`src/rtl/dispatch_queue.sv`:
```
// In-order dispatch queue: buffers renamed op groups and drains them, oldest first, onto the
// reservation-station write ports. Optional stall counter is enabled by DISPATCH_QUEUE_PERF_EN.
`ifndef DECODE_WIDTH
`define DECODE_WIDTH 2
`endif

package dispatch_queue_pkg;

  typedef struct packed {
    logic [5:0] rob_idx;
    logic [6:0] prd;
    logic [6:0] prs1;
    logic [6:0] prs2;
    logic       prs1_rdy;
    logic       prs2_rdy;
  } RsBaseSt;

  typedef struct packed {
    logic [3:0] opcode;
    logic [2:0] fu_sel;
    logic       imm_en;
  } OptionCodeSt;

endpackage

module dispatch_queue
  import dispatch_queue_pkg::*;
#(
  parameter int unsigned DEPTH       = 8,
  parameter int unsigned IN_WIDTH    = `DECODE_WIDTH,
  parameter int unsigned BANK_NUM    = 2,
  parameter type         OPTION_CODE = OptionCodeSt
) (
  input  logic                      clk,
  input  logic                      rst_n,
  input  logic                      flush_i,
  input  logic [IN_WIDTH-1:0]       in_valid_i,
  input  RsBaseSt [IN_WIDTH-1:0]    in_base_i,
  input  OPTION_CODE [IN_WIDTH-1:0] in_oc_i,
  output logic                      in_ready_o,
  output logic [BANK_NUM-1:0]       rs_valid_o,
  output RsBaseSt [BANK_NUM-1:0]    rs_base_o,
  output OPTION_CODE [BANK_NUM-1:0] rs_oc_o,
  input  logic [BANK_NUM-1:0]       rs_ready_i
`ifdef DISPATCH_QUEUE_PERF_EN
  ,
  output logic [31:0]               perf_stall_o
`endif
);

  localparam int unsigned PW = $clog2(DEPTH);
  localparam int unsigned CW = $clog2(DEPTH + 1);

  logic [PW-1:0] r_head;
  logic [PW-1:0] r_tail;
  logic [CW-1:0] r_count;

  RsBaseSt    r_base_mem [DEPTH];
  OPTION_CODE r_oc_mem   [DEPTH];

  logic          w_push;
  logic [CW-1:0] w_lane_cnt;
  logic [CW-1:0] w_push_cnt;
  logic [PW-1:0] w_wr_idx [IN_WIDTH];

  logic [CW-1:0] w_pop_cnt;
  logic          w_fire_chain;
  logic          w_rdy_prefix;
  logic [PW-1:0] w_rd_idx;

  // Admission looks only at the registered count, so a whole group either fits or waits.
  assign in_ready_o = (r_count <= CW'(DEPTH - IN_WIDTH));
  assign w_push     = in_ready_o & ~flush_i & (|in_valid_i);

  // Compact valid lanes: each valid lane lands at tail + (number of valid lanes below it).
  // NOTE: every always_comb output gets a default before any conditional logic, so no latch can form.
  always_comb begin
    w_lane_cnt = '0;
    for (int i = 0; i < IN_WIDTH; i++) begin
      w_wr_idx[i] = r_tail + PW'(w_lane_cnt);
      if (in_valid_i[i]) begin
        w_lane_cnt = w_lane_cnt + CW'(1);
      end
    end
    w_push_cnt = w_push ? w_lane_cnt : '0;
  end

  // NOTE: the payload array has no reset; only pointers and count decide which entries are live.
  always_ff @(posedge clk) begin
    for (int i = 0; i < IN_WIDTH; i++) begin
      if (w_push && in_valid_i[i]) begin
        r_base_mem[w_wr_idx[i]] <= in_base_i[i];
        r_oc_mem[w_wr_idx[i]]   <= in_oc_i[i];
      end
    end
  end

  // Port k offers entry head+k; it is valid only if every lower port is ready, keeping order.
  always_comb begin
    w_pop_cnt    = '0;
    w_fire_chain = 1'b1;
    w_rdy_prefix = 1'b1;
    w_rd_idx     = r_head;
    for (int k = 0; k < BANK_NUM; k++) begin
      w_rd_idx      = r_head + PW'(k);
      rs_base_o[k]  = r_base_mem[w_rd_idx];
      rs_oc_o[k]    = r_oc_mem[w_rd_idx];
      rs_valid_o[k] = (r_count > CW'(k)) && w_rdy_prefix;
      if (w_fire_chain && rs_valid_o[k] && rs_ready_i[k]) begin
        w_pop_cnt = w_pop_cnt + CW'(1);
      end else begin
        w_fire_chain = 1'b0;
      end
      w_rdy_prefix = w_rdy_prefix & rs_ready_i[k];
    end
  end

  // Flush outranks push and pop; full/empty come from the count alone.
  // NOTE: sequential state uses non-blocking assignments so all registers update from pre-edge values.
  always_ff @(posedge clk or negedge rst_n) begin
    if (!rst_n) begin
      r_head  <= '0;
      r_tail  <= '0;
      r_count <= '0;
    end else if (flush_i) begin
      r_head  <= '0;
      r_tail  <= '0;
      r_count <= '0;
    end else begin
      r_head  <= r_head + PW'(w_pop_cnt);
      r_tail  <= r_tail + PW'(w_push_cnt);
      r_count <= r_count + w_push_cnt - w_pop_cnt;
    end
  end

`ifdef DISPATCH_QUEUE_PERF_EN
  logic [31:0] r_perf_stall;

  // Counts cycles where rename offers work but the queue cannot take it; saturates.
  always_ff @(posedge clk or negedge rst_n) begin
    if (!rst_n) begin
      r_perf_stall <= '0;
    end else if ((|in_valid_i) && !in_ready_o && !flush_i && (r_perf_stall != 32'hFFFF_FFFF)) begin
      r_perf_stall <= r_perf_stall + 32'd1;
    end
  end

  assign perf_stall_o = r_perf_stall;
`endif

endmodule

```
`config.mk`:
```
export PLATFORM = sky130hd
export DESIGN_NAME = dispatch_queue
export DESIGN_NICKNAME = d
export VERILOG_FILES = /design/src/rtl/dispatch_queue.sv
export SDC_FILE = /design/constraint.sdc
export NUM_CORES = 1
export LEC_CHECK = 0
export CORE_MARGIN = 4
export CORE_UTILIZATION = 59
export CTS_CLUSTER_SIZE = 8
export DETAILED_ROUTE_END_ITERATION = 16
export GPL_TIMING_DRIVEN = 1
export PLACE_DENSITY = 0.86
export SLEW_MARGIN = 0
export SYNTH_ARGS = -nofsm -noshare
export SYNTH_HDL_FRONTEND = slang
export SYNTH_SLANG_ARGS = --single-unit
```
`constraint.sdc`:
```
create_clock -name clk -period 4.6 [get_ports clk]
set_input_delay 0.92 -clock clk [delete_from_list [all_inputs] [get_ports clk]]
set_output_delay 0.92 -clock clk [all_outputs]
set_load 0.01 [all_outputs]
```
# ---- After elaboration in Yosys (flattened, before gate mapping)
# Memories as Yosys holds them, arrays and structs flattened.
# Cells that the tools add are included.
# Widths: inputs -> output; s select.
dict set report totals {
  ff_bits 10
  latchBits 0
  ramBits 296
  romBits 0
  output_inout_bits 77
  mem_count 2
}
dict set report op_classes {
  add_sub_neg 8
  multipliers 0
  div_mod_pow 0
  n_lt_le_gt_ge 3
  eq_ne 0
  shift 0
  mux 13
  n_bitwise 3
  n_reduce_logical 7
}
# name depth width rd rd_clocked_by_memory_dff write_ports line_no
set mem_list {}
lappend mem_list {r_base_mem 8 29 2 0 2 58} ;# RsBaseSt r_base_mem [DEPTH];
lappend mem_list {r_oc_mem 8 8 2 0 2 59} ;# OPTION_CODE r_oc_mem [DEPTH];
# cell count
set op_table {}
lappend op_table {{$mux 4} 4}
lappend op_table {{$add 3x3->3} 3}
lappend op_table {{$add 4x1->4 const B} 2}
lappend op_table {{$gt 4x1->1 const B} 2}
lappend op_table {{$mux 1} 7}
lappend op_table {{$logic_and 1x1->1} 6}
lappend op_table {{$mux 3} 2}
lappend op_table {{$add 4x4->4} 1}
lappend op_table {{$le 4x3->1 const B} 1}
lappend op_table {{$sub 4x4->4} 1}
lappend op_table {{$add 3x1->3 const B} 1}
lappend op_table {{$and 1x1->1} 2}
lappend op_table {{$reduce_or 2->1} 1}
lappend op_table {{$not 1->1} 1}

# ---- Longest topological paths before layout
# Gate-level depths: netlist of run 1.
dict set report logic_depth {
  depth_word 8
  depth_mapped 13
}

# ---- Worst setup path after synthesis of run 1
# No wires, ideal clock.
dict set report synth_timing {
  path_type {input to register}
  startpoint {input port in_valid_i[0]}
  endpoint {memory r_base_mem[6][0] (netlist bit) (enable)}
  t_arrival_ps 3802
  required_ps 4156
  slack_ps 354
  path_stages 5
  path_buffers 0
  cell_sequence {ha_1 -> ha_1 -> xnor2_2 -> or3b_4 -> a21oi_1}
}
# element line_no
set synth_rtl {}
lappend synth_rtl {{from (decl)} 37} ;# input logic [IN_WIDTH-1:0] in_valid_i,
lappend synth_rtl {{to (decl)} 58}

==> results of run 1 <==
synthesized netlist by cell type:
master	count	area, um^2
and3_1	2	12.5
nand2_2	1	6.26
a2bb2oi_1	1	8.76
nand3_2	3	30.0
a21bo_2	1	10.0
mux2_1	10	113
nor3_4	2	32.5
nor2b_1	7	43.8
dfrtp_1	10	250
nor2_2	1	6.26
buf_12	3	60.1
a21oi_1	6	30.0
or2_2	1	6.26
xnor2_2	1	16.3
mux4_2	148	3330
and2_1	3	18.8
nor2_8	1	20.0
xnor2_1	3	26.3
or3b_4	1	11.3
buf_1	3	11.3
a21o_1	1	7.51
buf_6	11	124
xor2_1	3	26.3
clkbuf_1	14	52.6
nand4_1	3	18.8
nor2_4	2	22.5
nor3b_1	1	7.51
buf_4	6	45.0
nand2b_1	1	6.26
nand2_1	7	26.3
buf_2	31	155
a32oi_1	1	8.76
inv_1	14	52.6
edfxtp_1	296	8890
mux2_2	360	4050
ha_1	14	175
fa_1	4	80.1
a22oi_1	1	7.51
nor2_1	12	45.0
nand3_1	4	20.0
layout by cell type (no fill, tap or decap), types with 10 or more instances in the layout:
| cell | count |
|---|---|
| inv_1 | 14 |
| buf_4 | 24 |
| clkdlybuf4s50_1 | 157 |
| clkbuf_16 | 46 |
| buf_12 | 10 |
| mux2_1 | 10 |
| mux4_2 | 148 |
| mux2_2 | 360 |
| ha_1 | 13 |
| edfxtp_1 | 296 |
per-stage QoR:
| step | hold WS, ns | worst slack (ns) |
|---|---|---|
| detailed placement | 0.663 | 0.654 |
| floorplan | 0.599 | 0.354 |
| CTS | 0.674 | 0.278 |
| global route | 0.740 | 0.172 |
| global placement | 0.619 | 0.742 |
| finish | 0.664 | 0.311 |
critical path, cell delays in order (launching register included):
cell             delay, ns
dfrtp_4               0.66
ha_4                  0.68
buf_4                 0.35
mux4_2                0.34
mux2_2                0.29
clkdlybuf4s50_1       0.49
routing by layer:
metal  vias up  global-route usage (%)  part of all wire (%)
li1       4476                       -                     -
met1      5520                    33.7                    39
met2       462                    44.5                    52
met3        64                    4.15                   7.4
met4         4                    6.27                   1.9
met5         -                       0                 0.064
power by group through the flow:
stage / Combinational, uW / Sequential, uW / Clock [uW]
final: 4270 / 3310 / 2860
after global routing: 4540 / 3320 / 3030
after CTS: 4320 / 3310 / 2890
after detailed placement: 4270 / 3360 / 0
after global placement: 4230 / 3350 / 0
after floorplan: 2730 / 3300 / 0
sequential cells by signal (all words and copies together), names as in the netlist:
signal	flops
r_head	3
r_oc_mem	64
r_tail	3
r_base_mem	232
r_count	4
worst paths after layout:
path	cells after the start	end	slack, ns	start
worst max-delay path	5	rs_base_o[42]	0.31	r_head[0]
worst min-delay path	2	r_count[0]	0.66	r_count[0]
worst max register to register	6	r_base_mem[1][3]	1.67	r_tail[0]
worst min register to register	2	r_count[0]	0.66	r_count[0]
max in group asynchronous	1	r_head[1]	3.48	rst_n
min in group asynchronous	1	r_head[0]	0.73	rst_n
cells by family (layout without fill, tap and decap cells):
group / Yosys count / after routing
AOI/OAI and AO/OA: 11 / 11
xor gates and xnor gates: 7 / 7
adders and majority gates: 18 / 18
buffers and inverters: 82 / 260
DFF: 306 / 306
muxes: 518 / 518
other: 0 / 1
and+or+nand+nor: 52 / 52
cell type report:
| class | count | area (um^2) |
|---|---|---|
| clock buffer | 52 | 1170 |
| clock inverter | 3 | 25.0 |
| tap | 390 | 488 |
| inverter | 14 | 52.6 |
| timing repair buffer | 191 | 1950 |
| sequential | 306 | 9150 |
| fill | 1859 | 8610 |
| multi-input combinational | 606 | 8350 |
| antenna | 1 | 2.50 |
==> impl_results.md, run 1 <==
- Post-Place Cells: about 1.5k
- Max-cap violations: 0
- Initial antenna violation count: 3
- Net Switching: just over 3000 uW
- Placed inst area: roughly 20,000 um^2
- TNS Setup: 0 ns
- Clk network pwr share: a little over a quarter
- Yosys cell types: 40
- Skew final: roughly 0.011 ns
- Total number of vias: between 10k and 15k
- Iteration-0 DRC Markers: ~1.0k
- Initial Utilization: between 50% and 60%
- RSZ-0062 raised after global routing: no
- Nets: ~1.3k
- Fmax: between 200 and 250 MHz
- Row cnt: 63
- Post-layout util: 71.1%
- Tot GR Track Use: between 20% and 30%
- Register bit total from synthesis: about 300
- Hold Fails Final Rpt: 0
- Hold Path Class: flip-flop to flip-flop
- Clock tree root driver cell: clkbuf_16
- Area growth, synth to finish: 18.6%
- Max_slew headroom: a little over half
- Vias in the first global route: between 10k and 15k
- Largest family of logic cells by synthesized area: multiplexers
- TritonCTS clock tree: yes
- Port Buffers: between 150 and 200
- Die outline height: approximately 180 um
- First-pass GRT wire length: around 65 mm
- CTS Sinks: 306
- Drt drc: 0
- Hold_buf cts: 0
- PwrDens: a little under 500 nW/um^2
- Register area share after synthesis: between 50 and 60%
- Final RePlAce weighted congestion: around 0.75
- Post-CTS setup buffer count: 0
- Syn nets: ~1.1k
- CTS Buffer Depth: 3
- Post-Syn Instances: ~990
- Yosys warns: 0
- Drt total wl: around 42 mm
- Mux cell area share after synthesis: approximately two fifths
- Critical path arrival: ~3.4 ns
- Reg power frac: about a third
- Post-Syn Area per Cell: about 18 um^2
- Max FO, Critical Path: 28
- Cts repair resizes: 0
- Core area: a little under 30,000 um^2
- Net Sw Frac: between 20% and 30%
- Crit. End Element: primary output
- Synth Area in Compound Gates: less than 1%
- Pleak: between 0.006 and 0.007 uW
- Worst EP required: approximately 3.7 ns
- Maximum vdd drop: around 0.00037 V
- Total power: around 10,000 uW
- TritonCTS buffer count: 44
- Critical Path Source Type: flip-flop
- Least-Margin Pin Slew: ~0.7 ns
- Tcrit/Tclk final: 93.2%
- Internal Power: ~7400 uW
- Tmin final: approximately 4.3 ns
- Post-DP HPWL: 25.5 mm
- WL/cell: 26.9 um
- Final ANT Viol Nets: 0
- Outcome: complete, no violations
- CTS clk-pin slew, worst paths: 0.06 ns
- Post-route insts no fill: 1,563
- H-tree Lvls: 2
- Worst-Skew Late Latency: around 0.53 ns
- Final Max Slew Viols: 0
- Critical setup path kind: flip-flop to primary output
- Synth Area in Simple Gates: under 10%
- # setup viols final: 0
- Largest net degree at the start of global routing: 85
- Global route total overflow: 0
- Width of the die: 182 um
- Synthesized area: about 18,000 um^2
- Post-Synth XOR/XNOR Area: 0.385%
- Comb power frac: 40.9%
- Initial DRT Pass Iterations: 5
- Post-route cell area: about 21,000 um^2
- Post-Synth Adder-Cell Area: under 10%
- Vias per inst: 6.73
- Share of layout cells above drive strength 1: a little over half
- # IOs: 158
- Die Area: about 33,000 um^2
Power figures use the tool's default switching activity.
==> inputs of run 2 (changes only) <==
--- a/config.mk
+++ b/config.mk
@@ -11,7 +11,6 @@
 export DETAILED_ROUTE_END_ITERATION = 16
 export GPL_TIMING_DRIVEN = 1
 export PLACE_DENSITY = 0.86
-export SLEW_MARGIN = 0
 export SYNTH_ARGS = -nofsm -noshare
 export SYNTH_HDL_FRONTEND = slang
 export SYNTH_SLANG_ARGS = --single-unit
==> constraint.sdc (replaced) <==
create_clock -name clk -period 4 [get_ports clk]
set_input_delay 0.4 -clock clk [delete_from_list [all_inputs] [get_ports clk]]
set_output_delay 0.4 -clock clk [all_outputs]
set_load 0.01 [all_outputs]
==> run 2 against run 1 <==
Global-route usage increased by 0.48 points. Critical path depth unchanged. Register-to-register slack lost 0.54 ns. Die area is the same. Combinational power grew 17%. First-iteration DRC count fell by 1.3%. Flip-flop and latch count unchanged. Highest routed layer unchanged.
==> impl_results.md, run 2 (synthesized netlist as in run 1, its figures left out) <==
- Total number of vias: 10.5k (-0.076%)
- Global route total overflow: 0 (unchanged)
- Hold Fails Final Rpt: 0 (unchanged)
- Initial antenna violation count: 2 (-1)
- CTS Sinks: 306 (unchanged)
- Least-Margin Pin Slew: 0.693 ns (-0.0103 ns)
- Post-route cell area: 21,200 um^2 (about the same)
- Initial DRT Pass Iterations: 7 (+2)
- Total power: 12,000 uW (+15%)
- Critical setup path kind: flip-flop to primary output
- Largest net degree at the start of global routing: 79 (-7.1%)
- Post-Place Cells: 1,515 (+0.53%)
- Area growth, synth to finish: 18.5% (about the same)
- Die outline height: 182 um (unchanged)
- Skew final: 0.0184 ns (+0.00702 ns)
- Drt drc: 0 (unchanged)
- Post-DP HPWL: 26.2 mm (+2.5%)
- Hold Path Class: input port to async pin
- # IOs: 158 (unchanged)
- Post-CTS setup buffer count: 0 (unchanged)
- Core area: 29,800 um^2 (unchanged)
- Antenna Cells: 0 (-1)
- Tmin final: roughly 3.6 ns
- Commonest non-fill, non-tap cell in the layout: mux2_2
- TNS Setup: 0 ns (unchanged)
- Worst EP required: 3.60 ns (-0.08 ns)
- First-pass GRT wire length: 66.2 mm (+1.6%)
- Share of layout cells above drive strength 1: 53.0% (+0.33 points)
- Iteration-0 DRC Markers: 1,018 (-1.3%)
- Most frequent cells in the layout: 360 x mux2_2, 296 x edfxtp_1, 157 x clkdlybuf4s50_1
- Critical path arrival: 3.20 ns (-0.17 ns)
- Fmax: roughly 280 MHz
- Width of the die: 182 um (unchanged)
- Vias in the first global route: 11.2k (+1.3%)
- Tcrit/Tclk final: 90.1%
- Crit. End Element: primary output
- Pleak: 0.00681 uW (+0.18%)
- Final RePlAce weighted congestion: 0.781 (+4.0%)
- Drt total wl: 42.8 mm (+2.0%)
- CTS clk-pin slew, worst paths: 0.06 ns (about the same)
- Max FFs per register: 232 (unchanged)
- # setup viols final: 0 (unchanged)
- Final ANT Viol Nets: 0 (unchanged)
- Vias per inst: 6.71 (-0.39%)
- Max_slew headroom: 53.8% (+0.69 points)
- RSZ-0062 raised after global routing: no
- CTS Buffer Depth: 3 (unchanged)
- Initial Utilization: 60.0% (unchanged)
- H-tree Lvls: 2 (unchanged)
- Max-cap violations: 0 (unchanged)
- TritonCTS buffer count: 44 (unchanged)
- Port Buffers: 157 (unchanged)
- TritonCTS clock tree: yes
- Placed inst area: 20,000 um^2 (+0.18%)
- Max FO, Critical Path: 78 (+180%)
- Final Max Slew Viols: 0 (unchanged)
- WL/cell: 27.3 um (+1.7%)
- Hold_buf cts: 0 (unchanged)
- Post-route insts no fill: 1,568 (+0.32%)
- Die Area: 33,100 um^2 (unchanged)
- Maximum vdd drop: 0.000360 V (-3.1%)
- Tot GR Track Use: 25.9% (+0.48 points)
- Outcome: complete, no violations
- Clock tree root driver cell: clkbuf_16
- Nets: 1,270 (+0.63%)
- PwrDens: 566 nW/um^2 (+15%)
- Critical Path Source Type: flip-flop
- Cts repair resizes: 0 (unchanged)
- Row cnt: 63 (unchanged)
- Worst-Skew Late Latency: 0.54 ns (about the same)
-- run 2: cell types whose count changed in the layout (fill, tap and decap cells not counted), sizes merged --
cell	before	now
clkinvlp	0	1
clkbuf	52	50
inv	14	15
buf	34	42
clkinv	3	1
diode	1	0
-- run 2: cell type report --
type                            count  area [um^2]
Tap cell                          390          488
Multi-Input combinational cell    606         8350
Timing Repair Buffer              199         1990
Inverter                           14         52.6
Clock inverter                      3         32.5
Sequential cell                   306         9150
Clock buffer                       50         1120
Fill cell                        1787         8620
-- run 2: final timing paths --
path	start	to	slack, ns	cells after the start
worst max-delay path	r_head[0]	rs_base_o[39]	0.40	5
worst min register to register	r_count[0]	r_count[0]	0.68	2
min in group clk	flush_i	r_head[1]	0.59	3
worst min-delay path	rst_n	r_head[1]	0.21	1
worst max register to register	r_count[2]	r_count[3]	1.13	13
max in group asynchronous	rst_n	r_head[0]	3.40	1
-- run 2: per-stage QoR --
stage / setup WS (ns) / utilization, % / hold slack [ns]
2_1_floorplan: 0.247 / - / 0.104
3_3_place_gp: 0.660 / 67.2 / 0.650
3_5_place_dp: 0.558 / 67.2 / 0.668
4_1_cts: 0.372 / 71.1 / 0.214
5_1_grt: 0.267 / 71.1 / 0.241
6_report: 0.397 / 71.1 / 0.213
-- run 2: power breakdown --
part,switching [uW],internal (uW)
logic,2170,2830
registers,76.0,3690
clock network,1280,1950
-- run 2: routing by layer --
layer,vias to the layer above,share of wire [%],global-route usage (%)
li1,4475,-,-
met1,5514,38,33.4
met2,455,51,45.2
met3,70,7.9,5.71
met4,4,2.3,6.36
met5,-,0.063,0
-- run 2: worst max-delay path: stages (launching register included) --
cell and delay [ns]:
dfrtp_4 0.44, buf_12 0.43, buf_4 0.42, mux4_2 0.56, mux2_2 0.29, clkdlybuf4s50_1 0.49
==> inputs of run 3 (changes only) <==
--- a/config.mk
+++ b/config.mk
@@ -6,11 +6,12 @@
 export NUM_CORES = 1
 export LEC_CHECK = 0
 export CORE_MARGIN = 4
-export CORE_UTILIZATION = 59
+export CORE_UTILIZATION = 60
 export CTS_CLUSTER_SIZE = 8
 export DETAILED_ROUTE_END_ITERATION = 16
+export DONT_BUFFER_PORTS = 1
 export GPL_TIMING_DRIVEN = 1
-export PLACE_DENSITY = 0.86
+export PLACE_DENSITY = 0.81
 export SYNTH_ARGS = -nofsm -noshare
 export SYNTH_HDL_FRONTEND = slang
 export SYNTH_SLANG_ARGS = --single-unit
==> run 3 against run 2 <==
Final area down 7.6%. Worst hold slack worse by 0.13 ns. Count of clock-buffer cells in the layout up 2. Clock power up 2%. Global-route usage down 0.19 points. Sequential power about the same. Largest power group unchanged. Clock skew down 0.0049 ns. First-iteration DRC count down 20%. Sequential share of layout area up 3.5 points.
==> impl_results.md, run 3 (synthesized netlist as in run 1, its figures left out) <==
- Outcome: complete, no violations
- Nets: 1,102 (-13%)
- Max FO, Critical Path: 36 (-54%)
- Worst EP required: 3.60 ns (about the same)
- Global route total overflow: 0 (unchanged)
- H-tree Lvls: 2 (unchanged)
- Worst R2R End: r_base_mem[0][17]
- Tot GR Track Use: 25.7% (-0.19 points)
- Hold Path Sink: r_base_mem[6][6]
- Core area: 29,000 um^2 (-2.6%)
- Die outline height: 181 um (-0.80%)
- CTS clk-pin slew, worst paths: 0.05 ns (about the same)
- Multi-input logic area: 8350 um^2 (unchanged)
- TritonCTS buffer count: 44 (unchanged)
- Final RePlAce weighted congestion: 0.801 (+2.6%)
- CP Launch Point: r_head[0]
- R2R Setup Slk: 0.99 ns (-0.14 ns)
- # IOs: 158 (unchanged)
- Die Area: 32,600 um^2 (-1.6%)
- Net Switching: 3280 uW (-6.8%)
- Post-DP HPWL: 24.9 mm (-5.0%)
- Comb power frac: 35.4% (-6.3 points)
- Share of layout cells above drive strength 1: 60.5% (+7.6 points)
- Initial antenna violation count: 0 (-2)
- Port Buffers: 0 (-100%)
- Initial Utilization: 61.6% (+1.6 points)
- Commonest non-fill, non-tap cell in the layout: mux2_2
- R2R depth: 7 (-6)
- Drt total wl: 42.0 mm (-2.0%)
- Internal Power: 7670 uW (-9.5%)
- Post-CTS setup buffer count: 0 (unchanged)
- Worst-Skew Late Latency: 0.53 ns (about the same)
- # setup viols final: 0 (unchanged)
- CTS Sinks: 306 (unchanged)
- Hold depth: 1
- Final ANT Viol Nets: 0 (unchanged)
- Final Max Slew Viols: 0 (unchanged)
- Reg power frac: 34.4% (+3.0 points)
- Max-cap violations: 0 (unchanged)
- Area growth, synth to finish: 9.54%
- Pleak: 0.00616 uW (-9.7%)
- Least-Margin Pin Slew: 1.07 ns (+0.376 ns)
- Storage element area: 9150 um^2 (unchanged)
- Hold Path Class: input port to flip-flop
- Maximum vdd drop: 0.000516 V (+43%)
- First-pass GRT wire length: 64.3 mm (-3.0%)
- Layout fillers: 1,944 (+8.8%)
- Skew final: 0.0134 ns (-0.00494 ns)
- Final hold slack: 0.0813 ns (-0.132 ns)
- RSZ-0062 raised after global routing: no
- Width of the die: 181 um (-0.80%)
- Hold Fails Final Rpt: 0 (unchanged)
- Critical path arrival: 2.91 ns (-0.29 ns)
- Drt drc: 0 (unchanged)
- Tcrit/Tclk final: 82.7% (-7.4 points)
- Max_slew headroom: 28.8% (-25 points)
- Iteration-0 DRC Markers: 812 (-20%)
- CTS Buffer Depth: 3 (unchanged)
- Fmax: 302 MHz (+9.0%)
- WL/cell: 30.1 um (+10%)
- Max FFs per register: 232 (unchanged)
- Clk network pwr share: 30.2% (+3.3 points)
- Critical Path Source Type: flip-flop
- Largest net degree at the start of global routing: 150 (+90%)
- Reg2reg start: r_tail[0]
- TritonCTS clock tree: yes
- Total number of vias: 9,680 (-8.0%)
- Tmin final: 3.31 ns (-0.297 ns)
- Net Sw Frac: 29.9% (+0.61 points)
- Row cnt: 62 (-1.6%)
- Crit. End Element: primary output
- Antenna Cells: 0 (unchanged)
- PwrDens: 559 nW/um^2 (-1.3%)
- Clock tree root driver cell: clkbuf_16
- Critical setup path kind: flip-flop to primary output
- Vias in the first global route: 10.4k (-6.4%)
- Min-delay src: in_base_i[6]
- Initial DRT Pass Iterations: 5 (-2)
- TNS Setup: 0 ns (unchanged)
- Most frequent cells in the layout: 360 x mux2_2, 296 x edfxtp_1, 148 x mux4_2
- Vias per inst: 6.94 (+3.4%)
- Cts repair resizes: 0 (unchanged)
## run 3: how the worst max path moves through the flow
stage                                    to  depth (start not counted)
after floorplan            r_base_mem[6][0]                          5
after global placement    r_base_mem[0][17]                          7
after detailed placement   r_base_mem[0][2]                          7
after CTS                     rs_base_o[39]                          4
after global routing          rs_base_o[39]                          4
final                         rs_base_o[39]                          4
## run 3: area by class of cell
class                      instances  area share (%)
sequential                       306            46.7
multi-input combinational        606            42.6
clock buffer                      52            6.00
tap                              384            2.45
timing repair buffer              31            1.79
inverter                          14           0.268
clock inverter                     2           0.128
## run 3: repair_timing
action	CTS	global route
endpoints found under the setup margin	0	0
hold buffers	2	0
hold endpoints to repair	20	0
## run 3: worst max-delay path, cell delays in order (launching register included)
cell and delay [ns]:
dfrtp_4 0.50, ha_4 0.69, buf_4 0.45, mux4_2 0.39, mux2_2 0.34
## run 3: per-stage QoR
stage | cell area (um^2) | instances | worst slack [ns] | utilization, % | power (uW)
6_report | 19600 | 1395 | 0.694 | 67.5 | 10900
5_1_grt | 19600 | 1395 | 0.637 | 67.5 | 11400
4_1_cts | 19600 | 1395 | 0.676 | 67.5 | 11100
3_5_place_dp | 18400 | 1339 | 0.980 | 63.3 | 7720
3_3_place_gp | 18400 | 1339 | 1.01 | 63.3 | 7670
2_1_floorplan | 17900 | 994 | 0.247 | - | 6930
## run 3: power by group through the flow
| stage | Combinational, uW | Sequential (uW) | Clock (uW) |
|---|---|---|---|
| finish | 3880 | 3760 | 3300 |
| floorplan | 3140 | 3790 | 0 |
| CTS | 3950 | 3760 | 3340 |
| detailed placement | 3900 | 3820 | 0 |
| global route | 4160 | 3770 | 3490 |
| global placement | 3860 | 3810 | 0 |
## run 3: per-layer routing
| metal | GRT usage [%] | part of all wire, % |
|---|---|---|
| met5 | 0 | 0 |
| met4 | 7.02 | 2.6 |
| met3 | 6.24 | 8.2 |
| met2 | 43.8 | 51 |
| met1 | 33.6 | 38 |
==> patch, RTL diff (settings of run 3) <==
The option `DISPATCH_QUEUE_PERF_EN` is turned on by a define.
--- a/src/rtl/dispatch_queue.sv
+++ b/src/rtl/dispatch_queue.sv
@@ -2,2 +2,4 @@
 // reservation-station write ports. Optional stall counter is enabled by DISPATCH_QUEUE_PERF_EN.
+`define DISPATCH_QUEUE_PERF_EN
+
 `ifndef DECODE_WIDTH
Function (old outputs only; new: perf_stall_o): kept (Yosys induction, for registers that start in step).
==> patch against run 3 <==
Sequential cell count is 32 higher; synthesized area is 7.7% higher; final area is 8.2% higher; clock power is 9.4% higher; power is 8.7% higher; routed wire length is 9.2% higher; first-iteration DRC count is 16% higher; via count is 12% higher; critical path depth stayed put; setup slack worse by 250 ps; sequential share of layout area is 0.24 points higher.
==> patch: results (changes against run 3) <==
- Run status: finished, final reports clean
- Net Count, Synth: 1235 (+13%)
- Clock Skew: 14.5 ps (+1.09 ps)
- Slew margin rel.: 29.7% (+0.89 points)
- Post-synth EDFFs: 296 (unchanged)
- Post-detail-place hpwl: 27900 um (+12%)
- Critical path peak fanout: 33 (-8.3%)
- Crit path largest cell delay: 720 ps (+30 ps)
- Max reg flops: 232 (unchanged)
- Final wirelength: 45900 um (+9.2%)
- CTS resizes: 0 (unchanged)
- Share of layout cells above drive strength 1: 55.1% (-5.4 points)
- Iter 0 DRT Violations: 944 (+16%)
- Clock transition at path regs: 50 ps (about the same)
- Pleak: 0.00706 uW (+15%)
- M1 GR Usage: 34.7% (+1.1 points)
- Crit path DAT: 3150 ps (+240 ps)
- Count of different cell masters after synthesis: 45 (+13%)
- Placer Congestion: 0.847 (+5.6%)
- Placed cells: 1488 (+11%)
- Total CTS buffers: 48 (+9.1%)
- Ant diodes: 0 (unchanged)
- IO buf count: 0 (unchanged)
- Post-synthesis sequential area ratio: 51.6% (+0.49 points)
- Post-DP Area: 19800 um^2 (+8.1%)
- H-tree depth: 2 (unchanged)
- Syn. warnings: 0 (unchanged)
- First-pass GRT wire length: 71800 um (+12%)
- Initial antenna violation count: 0 (unchanged)
- Family with the most delay on the worst path: multiplexers
- Clk Latency, worst-skew pair: 540 ps
- Vias in the first global route: 11.7k (+12%)
- Top-count cell post-synth: mux2_2
- Max Cap Viol: 0 (unchanged)
- Met2 Use GR: 43.6% (-0.20 points)
- Async SR Flop Fraction: 12.4% (+9.2 points)
- Largest net degree at the start of global routing: 150 (unchanged)
- First drt pass iteration count: 5 (unchanged)
- Maximum root-to-sink buffer count: 3 (unchanged)
- Largest cells by area after synthesis: edfxtp_1, mux2_2, mux4_2
- Vias: 10.8k (+12%)
- Dpl ws: 834 ps (-146 ps)
- Worst hold slack: 76.5 ps (-4.82 ps)
- GR Util All Layers: 26.4% (+0.66 points)
- Synth cell count leaders: mux2_2, edfxtp_1, mux4_2
- Met3 GRT Util: 7.05% (+0.82 points)
- Largest vdd supply drop: 0.414 mV (-20%)
- Avg Inst Size Synth: 17.0 um^2 (-5.6%)
- Avg WL per Cell: 29.6 um (-1.6%)
- Hold Path Class: input pin to register
- Setup bufs post-CTS: 0 (unchanged)
- Root Driver: clkbuf_16
- Slowest CP cell: dfrtp_4
## patch: routing by layer
| metal | share of wire, % | vias to the layer above |
|---|---|---|
| met5 | 0 | - |
| met4 | 2.7 | 0 |
| met1 | 39 | 5692 |
| li1 | - | 4634 |
| met3 | 8.2 | 81 |
| met2 | 50 | 439 |
## patch: worst reg2reg max path, stage by stage (launching register included)
cell and delay [ps]:
dfrtp_1 380, ha_1 210, and3_1 230, nor4_4 340, nor3b_1 520, and3_2 470, buf_4 410, mux2_2 390
## patch: logic make-up after synthesis
kind of cell	synth area share, %
multiplexers	39.0
buffers and inverters	2.17
AO/OA/AOI/OAI	0.468
adder cells (fa/ha/maj)	1.39
flip-flops	51.6
XOR/XNOR	1.68
AND/OR/NAND/NOR	3.65
## patch: where the power goes
group	internal, uW	total [uW]	switching (uW)
sequential	4050	4230	182
combinational	2110	4060	1960
clock	2200	3610	1410
## patch: worst paths after layout
path	from	endpoint	slack (ps)	cells after the start
worst max-delay path	r_head[1]	rs_base_o[34]	450	4
worst min-delay path	in_oc_i[3]	r_oc_mem[7][3]	80	1
worst max register to register	r_count[2]	r_base_mem[6][20]	780	7
worst min register to register	perf_stall_o[6]	perf_stall_o[6]	560	1
max in group asynchronous	rst_n	r_head[1]	3440	2
min in group asynchronous	rst_n	perf_stall_o[5]	330	2
## patch: area by class of cell
class,instances,area [um^2]
Clock buffer,55,1270
Clock inverter,2,25.0
Fill cell,2051,10500
Inverter,17,63.8
Multi-Input combinational cell,702,9040
Sequential cell,338,9950
Tap cell,402,503
Timing Repair Buffer,32,333
## patch: timing repair
item                                    4_1_cts  5_1_grt
endpoints found under the hold margin        52        0
endpoints found under the setup margin        0        0
hold buffers                                  3        0
